## src/rtl/uart_pkg.sv

```systemverilog
// Shared constants and types for the UART receive path.
package uart_pkg;

    localparam int unsigned PACKET_WIDTH = 4;
    localparam int unsigned FRAME_BITS   = 11;
    localparam int unsigned DATA_BITS    = 8;
    localparam logic        START_LEVEL  = 1'b0;
    localparam logic        STOP_LEVEL   = 1'b1;

    typedef enum logic [2:0] {
        ST_IDLE,
        ST_START,
        ST_DATA,
        ST_PARITY,
        ST_STOP,
        ST_WAIT_HIGH
    } uart_rx_state_t;

endpackage

```

## src/rtl/uart_rx_frame.sv

```systemverilog
// Oversampled UART frame receiver: synchronizer, FSM and mid-bit sampler.
module uart_rx_frame
    import uart_pkg::*;
#(
    parameter int unsigned OVERSAMPLE = 16
) (
    input  logic       clk_baud,
    input  logic       rst_n,
    input  logic       uart_stream,
    output logic [7:0] byte_data,
    output logic       byte_valid,
    output logic       parity_err,
    output logic       frame_err,
    output logic       byte_done_c,
    output logic [7:0] byte_next_c,
    output logic       byte_bad_c,
    output logic       start_c,
    output logic       idle_tick_c
);

    localparam int unsigned CNT_W = $clog2(OVERSAMPLE);
    localparam int unsigned BIT_W = $clog2(DATA_BITS);

    logic [1:0]       sync_q;
    logic             rx;
    logic             rx_prev;
    uart_rx_state_t   state, state_n;
    logic [CNT_W-1:0] cnt, cnt_n;
    logic [BIT_W-1:0] bit_idx, bit_idx_n;
    logic [7:0]       shreg, shreg_n;
    logic             par_q, par_n;
    logic             mid_bit;
    logic             perr_c;
    logic             ferr_c;

    assign rx          = sync_q[1];
    assign mid_bit     = (cnt == CNT_W'(OVERSAMPLE - 1));
    assign perr_c      = par_q ^ (^shreg);
    assign ferr_c      = (rx != STOP_LEVEL);
    assign byte_next_c = shreg;
    assign byte_bad_c  = perr_c | ferr_c;

    // Two-stage synchronizer for the asynchronous serial line, plus edge history.
    always_ff @(posedge clk_baud or negedge rst_n) begin
        if (!rst_n) begin
            sync_q  <= 2'b11;
            rx_prev <= 1'b1;
        end else begin
            sync_q  <= {sync_q[0], uart_stream};
            rx_prev <= rx;
        end
    end

    // Next-state, tick counter and bit sampling.
    always_comb begin
        state_n     = state;
        cnt_n       = cnt + CNT_W'(1);
        bit_idx_n   = bit_idx;
        shreg_n     = shreg;
        par_n       = par_q;
        byte_done_c = 1'b0;
        start_c     = 1'b0;
        idle_tick_c = 1'b0;
        unique case (state)
            ST_IDLE: begin
                if (mid_bit) begin
                    cnt_n       = '0;
                    idle_tick_c = 1'b1;
                end
                if (rx_prev != START_LEVEL && rx == START_LEVEL) begin
                    start_c = 1'b1;
                    state_n = ST_START;
                    cnt_n   = '0;
                end
            end
            ST_START: begin
                if (cnt == CNT_W'(OVERSAMPLE / 2 - 1)) begin
                    cnt_n = '0;
                    if (rx == START_LEVEL) begin
                        state_n   = ST_DATA;
                        bit_idx_n = '0;
                    end else begin
                        state_n = ST_IDLE;
                    end
                end
            end
            ST_DATA: begin
                if (mid_bit) begin
                    cnt_n   = '0;
                    shreg_n = {rx, shreg[7:1]};
                    if (bit_idx == BIT_W'(DATA_BITS - 1)) begin
                        state_n = ST_PARITY;
                    end else begin
                        bit_idx_n = bit_idx + BIT_W'(1);
                    end
                end
            end
            ST_PARITY: begin
                if (mid_bit) begin
                    cnt_n   = '0;
                    par_n   = rx;
                    state_n = ST_STOP;
                end
            end
            ST_STOP: begin
                if (mid_bit) begin
                    cnt_n       = '0;
                    byte_done_c = 1'b1;
                    state_n     = ferr_c ? ST_WAIT_HIGH : ST_IDLE;
                end
            end
            ST_WAIT_HIGH: begin
                cnt_n = '0;
                if (rx == STOP_LEVEL) begin
                    state_n = ST_IDLE;
                end
            end
            default: begin
                state_n = ST_IDLE;
                cnt_n   = '0;
            end
        endcase
    end

    // State register and registered byte outputs.
    always_ff @(posedge clk_baud or negedge rst_n) begin
        if (!rst_n) begin
            state      <= ST_IDLE;
            cnt        <= '0;
            bit_idx    <= '0;
            shreg      <= '0;
            par_q      <= 1'b0;
            byte_data  <= '0;
            byte_valid <= 1'b0;
            parity_err <= 1'b0;
            frame_err  <= 1'b0;
        end else begin
            state      <= state_n;
            cnt        <= cnt_n;
            bit_idx    <= bit_idx_n;
            shreg      <= shreg_n;
            par_q      <= par_n;
            byte_valid <= byte_done_c;
            if (byte_done_c) begin
                byte_data  <= shreg;
                parity_err <= perr_c;
                frame_err  <= ferr_c;
            end
        end
    end

endmodule

```

## src/rtl/uart_decode.sv

```systemverilog
// UART receiver with packet assembly and idle-timeout discard of partial packets.
module uart_decode #(
    parameter int unsigned PACKET_WIDTH = uart_pkg::PACKET_WIDTH,
    parameter int unsigned OVERSAMPLE   = 16,
    parameter int unsigned IDLE_TIMEOUT = 2
) (
    input  logic                         clk_baud,
    input  logic                         rst_n,
    input  logic                         uart_stream,
    output logic [PACKET_WIDTH-1:0][7:0] sys_packet,
    output logic                         packet_valid,
    output logic                         packet_err,
    output logic [7:0]                   byte_data,
    output logic                         byte_valid,
    output logic                         parity_err,
    output logic                         frame_err
);

    localparam int unsigned IDX_W = (PACKET_WIDTH > 1) ? $clog2(PACKET_WIDTH) : 1;
    localparam int unsigned IT_W  = (IDLE_TIMEOUT > 0) ? $clog2(IDLE_TIMEOUT + 1) : 1;

    logic                         byte_done_c;
    logic [7:0]                   byte_next_c;
    logic                         byte_bad_c;
    logic                         start_c;
    logic                         idle_tick_c;
    logic                         pkt_done_c;
    logic                         timeout_c;

    logic [PACKET_WIDTH-1:0][7:0] shadow, shadow_n;
    logic [IDX_W-1:0]             idx, idx_n;
    logic                         sticky, sticky_n;
    logic [IT_W-1:0]              idle_cnt, idle_cnt_n;

    uart_rx_frame #(
        .OVERSAMPLE (OVERSAMPLE)
    ) u_frame (
        .clk_baud    (clk_baud),
        .rst_n       (rst_n),
        .uart_stream (uart_stream),
        .byte_data   (byte_data),
        .byte_valid  (byte_valid),
        .parity_err  (parity_err),
        .frame_err   (frame_err),
        .byte_done_c (byte_done_c),
        .byte_next_c (byte_next_c),
        .byte_bad_c  (byte_bad_c),
        .start_c     (start_c),
        .idle_tick_c (idle_tick_c)
    );

    assign timeout_c = (idle_cnt == IT_W'(IDLE_TIMEOUT)) && (idx != '0);

    // Slot index, sticky error and idle bit-time counter update.
    always_comb begin
        shadow_n   = shadow;
        idx_n      = idx;
        sticky_n   = sticky;
        idle_cnt_n = idle_cnt;
        pkt_done_c = 1'b0;
        if (start_c) begin
            idle_cnt_n = '0;
        end else if (idle_tick_c && idle_cnt != IT_W'(IDLE_TIMEOUT)) begin
            idle_cnt_n = idle_cnt + IT_W'(1);
        end
        if (byte_done_c) begin
            shadow_n[idx] = byte_next_c;
            if (idx == IDX_W'(PACKET_WIDTH - 1)) begin
                pkt_done_c = 1'b1;
                idx_n      = '0;
                sticky_n   = 1'b0;
            end else begin
                idx_n    = idx + IDX_W'(1);
                sticky_n = sticky | byte_bad_c;
            end
        end else if (timeout_c) begin
            idx_n    = '0;
            sticky_n = 1'b0;
        end
    end

    // Assembly state and registered packet outputs.
    always_ff @(posedge clk_baud or negedge rst_n) begin
        if (!rst_n) begin
            shadow       <= '0;
            idx          <= '0;
            sticky       <= 1'b0;
            idle_cnt     <= '0;
            sys_packet   <= '0;
            packet_valid <= 1'b0;
            packet_err   <= 1'b0;
        end else begin
            shadow       <= shadow_n;
            idx          <= idx_n;
            sticky       <= sticky_n;
            idle_cnt     <= idle_cnt_n;
            packet_valid <= pkt_done_c;
            if (pkt_done_c) begin
                sys_packet <= shadow_n;
                packet_err <= sticky | byte_bad_c;
            end
        end
    end

endmodule

```

## config.mk

```make
export PLATFORM = sky130hd
export DESIGN_NAME = uart_decode
export DESIGN_NICKNAME = d
export VERILOG_FILES = /design/src/rtl/uart_pkg.sv /design/src/rtl/uart_rx_frame.sv /design/src/rtl/uart_decode.sv
export SDC_FILE = /design/constraint.sdc
export NUM_CORES = 1
export LEC_CHECK = 0
export CORE_ASPECT_RATIO = 1.4
export CORE_MARGIN = 5
export CORE_UTILIZATION = 52
export CTS_BUF_LIST = sky130_fd_sc_hd__clkbuf_4
export DETAILED_ROUTE_END_ITERATION = 10
export GPL_TIMING_DRIVEN = 0
export MAX_ROUTING_LAYER = met4
export PLACE_DENSITY_LB_ADDON = 0.15
export SETUP_SLACK_MARGIN = 0.5
export SLEW_MARGIN = 20
export SYNTH_ARGS = -nofsm -noshare
export SYNTH_HDL_FRONTEND = slang
export SYNTH_SLANG_ARGS = --single-unit
```

## constraint.sdc

```tcl
create_clock -name clk_baud -period 1.7 [get_ports clk_baud]
set_input_delay 0.255 -clock clk_baud [delete_from_list [all_inputs] [get_ports clk_baud]]
set_output_delay 0.255 -clock clk_baud [all_outputs]
set_load 0.01 [all_outputs]
```

; Yosys cells after proc, flatten, opt, wreduce, memory -nomap -nowiden
; Index checks and enable logic that the tools add are counted.
[word_totals]
input_bits = 3
wordCells = 107
ff_bits = 104
output_inout_bits = 45
[classes]
reduce_logical = 15
order_cmp = 2
n_mux = 38
n_bitwise = 4
n_addsub = 4
n_eq_ne = 20
[op_table]
columns = op, count
row1 = 2-to-1 mux 3 bit, 12
row2 = bitwise mux 32 bit, 1
row3 = 2-to-1 mux 32 bit, 1
row4 = one-hot mux 3 bit (6 select lines), 1
row5 = demux 8 bit (select 2 bit), 1
row6 = inequality test 2 x 1 -> 1 bit (second input constant), 7
row7 = 2-to-1 mux 2 bit, 6
row8 = 2-to-1 mux 4 bit, 3
row9 = one-hot mux 4 bit (3 select lines), 1
row10 = 2-to-1 mux 1 bit, 10
row11 = == test 3 bit (second input constant), 3
row12 = 2-to-1 mux 8 bit, 1
row13 = nonzero test 2 bit, 4
row14 = parity 8 bit, 1
row15 = AND reduction 7 bit, 1
row16 = == test 3 x 2 -> 1 bit (second input constant), 2
row17 = inequality test 2 bit (second input constant), 3
row18 = one-hot mux 3 bit (2 select lines), 1
row19 = AND reduction 5 bit, 1
row20 = adder 2 x 1 -> 2 bit (second input constant), 2
row21 = adder 4 x 1 -> 4 bit (second input constant), 1
row22 = == test 2 bit (second input constant), 2
row23 = == test 4 x 3 -> 1 bit (second input constant), 1
row24 = == test 4 bit (second input constant), 1
row25 = other kinds (11), 16

; Logic depth before layout (Yosys ltp)
[logic_depth]
word_depth = 6
ltp_mapped = 9
depth_no_buf = 6

; Cells and area by module
; A second synthesis with hierarchy kept.
[hier_totals]
cells_unflattened = 356
hier_area_um2 = 4426.7
[by_module_without_submodules]
columns = module, seq_area_each_um2, n_inst, area_each_um2, cells_per_inst
row1 = uart_decode, 1601.5, 1, 2846.5, 231
row2 = uart_rx_frame, 829.5, 1, 1580.3, 125

; Worst setup path before layout
; OpenSTA, ideal clock, no wires.
[synth_timing]
path_type = register to register
startpoint = register u_frame.cnt[0]
endpoint = register shadow[16] (netlist bit)
n_path_buf = 1
stages_incl_launch_ff = 8
required_time_ps = 1572
t_arrival_ps = 1639
period_less_slack_ps = 1767
setup_ps = 128
path_slack_ps = -67
cell_sequence = dfrtp_1 ha_1 buf_2 and3_1 nand2_2 clkinv_2 nand2_4 mux2_1
[synth_rtl]
columns = item, line
row1 = "start, declared", uart_rx_frame.sv:28  ; logic [CNT_W-1:0] cnt, cnt_n;
row2 = "start signal, assigned", uart_rx_frame.sv:139  ; cnt <= cnt_n;
row3 = "end signal, assigned", uart_decode.sv:93  ; shadow <= shadow_n;
row4 = "end, declared", uart_decode.sv:30  ; logic [PACKET_WIDTH-1:0][7:0] shadow, shadow_n;

; Final worst setup path
[layout_timing]
startpoint = register u_frame.cnt[1]
endpoint = register u_frame.shreg[4], in the netlist u_frame.byte_next_c[4]
[layout_via]
elab_chain_cells = 2
[layout_lines]
columns = item, line
row1 = == test 4 bit, uart_rx_frame.sv:37  ; assign mid_bit = (cnt == CNT_W'(OVERSAMPLE - 1));
row2 = AND reduction 2 bit (no source line), -
row3 = "end signal, assigned", uart_rx_frame.sv:141  ; shreg <= shreg_n;
row4 = "end, declared", uart_rx_frame.sv:30  ; logic [7:0] shreg, shreg_n;
; Every way passes these cells.
; A chain may end at the register's enable or synchronous reset.

==> flow_summary.rst <==
.. list-table::
   :header-rows: 1

   * - Metric
     - Value
   * - Run status
     - finished with violations
   * - Violated checks
     - setup timing
   * - CTS tree
     - yes
   * - Placeable core area
     - 8150 um2
   * - Routed length per instance
     - 17.3 um
   * - Setup TNS
     - -0.0491 ns
   * - Sw Ratio
     - 0.278
   * - Fill cell instance count of the final layout
     - 533
   * - Number of vias after detailed routing
     - 3220
   * - Number of buffers created by CTS
     - 9
   * - Ratio of cells with drive above 1 in the final layout
     - 0.512
   * - Post-placement cell count
     - 531
   * - FF+latch count, synth
     - 96
   * - Detail Route Antenna Nets
     - 0
   * - Leakage
     - 3.07 nW
   * - Setup slack of the most critical reg-to-reg path
     - -0.01 ns
   * - Post-route DRC violation count
     - 0
   * - Net Sw Power
     - 1.32 mW
   * - Total power divided by cell area
     - 785 nW/um2
   * - Total global routing track utilization
     - 0.206
   * - Hold WC Path Type
     - in2reg
   * - GRT Residual Overflow
     - 0
   * - Final Setup Violations
     - 7
   * - Fin. Hold Viols
     - 0
   * - Largest area contributor in the synthesized netlist
     - dfrtp_1
   * - Sequential share of power
     - 0.514
   * - Setup repair after global routing missed its margin
     - yes
   * - Horizontal extent of the die
     - 86.9 um
   * - Number of warnings issued by yosys
     - 0
   * - Sort of element at the start of the critical path
     - register
   * - Number of DRC markers in iteration 0
     - 139
   * - CP required
     - 2.05 ns
   * - Final instance area
     - 6060 um2
   * - Critical Path Fanout Max
     - 8
   * - Most common cell after layout, fill and taps aside
     - dfrtp_1
   * - Dominant cells by area after synthesis
     - dfrtp_1, nand2_1, mux2_1
   * - Slowest cell on the critical path
     - dfrtp_1
   * - Number of sinks driven by the clock tree
     - 96
   * - Cell count after synthesis
     - 381
   * - Number of max-slew violations in the final report
     - 0
   * - Total Die Area
     - 10200 um2
   * - Time the worst path needs with I/O delays and setup
     - 1.71 ns
   * - Wire length of the first global-routing pass
     - 15.9 mm
   * - Actual slew at the worst max-slew pin
     - 0.720 ns
   * - Area fraction of the dominant cell type after synthesis
     - 0.541
   * - Period utilization
     - 1.01
   * - Internal power
     - 3.43 mW
   * - Total wirelength of the detailed-routed design
     - 10.4 mm
   * - Total iterations of the first detailed-routing run
     - 4
   * - Kind of capture point of the worst setup path
     - register
   * - Clock Root Buffer
     - clkbuf_4
   * - Port bufs
     - 47
   * - N_diodes
     - 0
   * - Number of synthesized flops with an enable pin
     - 0
   * - Placed cell areas
     - 5090 um2
   * - Effective utilization at floorplan
     - 0.528
   * - Cell Rows
     - 39
   * - Final nets
     - 506
   * - Leading cell types in the layout, fill and taps excluded
     - dfrtp_1, nand2_1, buf_2, buf_4, nand2_2
   * - Clk_lat worst skew
     - 0.46 ns
   * - Die Y-Extent
     - 118 um
   * - Synthesis-to-layout area growth
     - 40.7%
   * - Overall power after layout
     - 4.75 mW
   * - Peak supply drop
     - 620 uV
   * - Portion of total power attributed to the clock network
     - 0.286
   * - Setup slack after placement
     - -0.100 ns
   * - Vias in the first global route
     - 3230
   * - Worst clock skew
     - 0.0172 ns
   * - Data arrival time of the critical path
     - 2.06 ns
   * - Fraction of the yosys area taken by sequential cells
     - 0.559
   * - Number of antenna violations at the first check in global routing
     - 0
   * - Slowest cell delay on critical path
     - 0.40 ns
   * - Number of buffers on the longest clock path
     - 2
   * - Syn_nets
     - 392
   * - Maximum number of pins on one net before global-route repair
     - 62
   * - CTS clk-pin slew, worst paths
     - 0.15 ns
   * - Worst path setup slack after routing
     - -0.0108 ns
   * - H-tree levels
     - 3
   * - Post-DP HPWL
     - 6.12 mm
   * - Post-synthesis cell type count
     - 52
   * - Type of the setup path with the least slack
     - reg2reg
   * - Series of cell instances along the critical path
     - ha_2, buf_6, nand4_1, or3_1, buf_6, mux2_4
   * - Gpl congestion
     - 0.871
   * - Mean post-synth cell area
     - 11.3 um2
   * - Post-synthesis instance area
     - 4300 um2
   * - Number of cells in the finished layout apart from fillers
     - 602
   * - I/O pin total
     - 48
   * - Most common cell on crit path
     - buf_6
   * - Number of max-cap violations
     - 0
   * - Max-slew headroom at the worst pin
     - 0.520
   * - Proportion of synthesized flip-flops having asynchronous set or reset
     - 1.00
   * - Detailed-route vias per instance
     - 5.35
   * - Primary flip-flop cell chosen by synthesis mapping
     - dfrtp_1
   * - Combinational share of power
     - 0.200
   * - Upper clock frequency limit
     - 0.585 GHz
==> through the flow <==
stage,utilization,hold slack (ns)
4_1_cts,0.665,0.158
3_3_place_gp,0.622,0.346
6_report,0.743,0.186
5_1_grt,0.743,0.158
2_1_floorplan,-,-0.0406
3_5_place_dp,0.625,0.177
==> flip-flops by register name, indices dropped and copies added (netlist names) <==
register and cells:
u_frame.byte_data 8, idx 2, packet_valid 1, shadow 24, u_frame.frame_err 1, u_frame.bit_idx 3
u_frame.par_q 1, u_frame.state 3, sys_packet 32, u_frame.rx_prev 1, u_frame.byte_valid 1, idle_cnt 2
u_frame.cnt 4, u_frame.byte_next_c 8, u_frame.sync_q 2, u_frame.parity_err 1, packet_err 1, sticky 1
==> synthesized netlist by cell type, types with 8 or more instances <==
library cell	count
dfrtp_1	93
nand2_1	83
o21ai_1	28
mux2i_1	25
mux2_1	24
buf_2	12
clkbuf_1	12
ha_1	8
mux2_4	8
nor2_1	8
o21ai_0	8
==> worst paths after layout <==
check	start	to	cells after the start
max	u_frame.cnt[1]	u_frame.byte_next_c[4]	6
min	uart_stream	u_frame.sync_q[0]	1
max reg2reg	u_frame.cnt[1]	u_frame.byte_next_c[4]	6
min reg2reg	u_frame.sync_q[0]	u_frame.sync_q[1]	0
max in group asynchronous	rst_n	u_frame.sync_q[0]	3
min in group asynchronous	rst_n	shadow[6]	2
==> power groups by stage <==
stage / registers, mW / logic (mW) / clock network [mW]
after global placement: 2.48 / 0.621 / 0
after global routing: 2.45 / 1.02 / 1.49
final: 2.44 / 0.951 / 1.36
after floorplan: 2.47 / 0.493 / 0
after CTS: 2.44 / 0.790 / 1.40
after detailed placement: 2.49 / 0.647 / 0
==> critical path: cells and delay by family, from the launching register on <==
| kind | cells | cell delay (ns) |
|---|---|---|
| buffers and inverters | 2 | 0.26 |
| muxes | 1 | 0.29 |
| DFF | 1 | 0.40 |
| and+or+nand+nor | 2 | 0.45 |
| adders and majority gates | 1 | 0.19 |
==> logic make-up after synthesis <==
| kind of cell | Yosys count | synth area share |
|---|---|---|
| XOR/XNOR | 8 | 0.0230 |
| flip-flops | 96 | 0.559 |
| multiplexers | 60 | 0.157 |
| AO/OA/AOI/OAI | 50 | 0.0660 |
| adder cells (fa/ha/maj) | 8 | 0.0233 |
| buffers and inverters | 36 | 0.0369 |
| AND/OR/NAND/NOR | 123 | 0.135 |
==> layout make-up <==
cell class                      instances  area (um2)  share of cell area
Buffer                                 28         265              0.0438
Clock buffer                           10        75.1              0.0124
Tap cell                              102         128              0.0211
Sequential cell                        96        2410               0.398
Timing Repair Buffer                  103         821               0.136
Inverter                                8        55.1             0.00909
Clock inverter                          6        83.8              0.0138
Multi-Input combinational cell        249        2220               0.366
==> per-layer routing <==
metal | vias up | global-route usage | part of all wire
met5 | - | - | 0
met3 | 17 | 0.0301 | 0.031
met1 | 1621 | 0.235 | 0.41
met4 | 0 | 0.101 | 0.022
met2 | 59 | 0.346 | 0.54
li1 | 1523 | - | -
==> timing repair <==
item	in CTS	in global routing
endpoints found under the setup margin	138	138
hold buffers	1	0
endpoints found under the hold margin	35	0
setup buffers	21	27
resized for setup	237	92
gates cloned	1	5
pin swaps	13	35
Power figures use the tool's default switching activity.
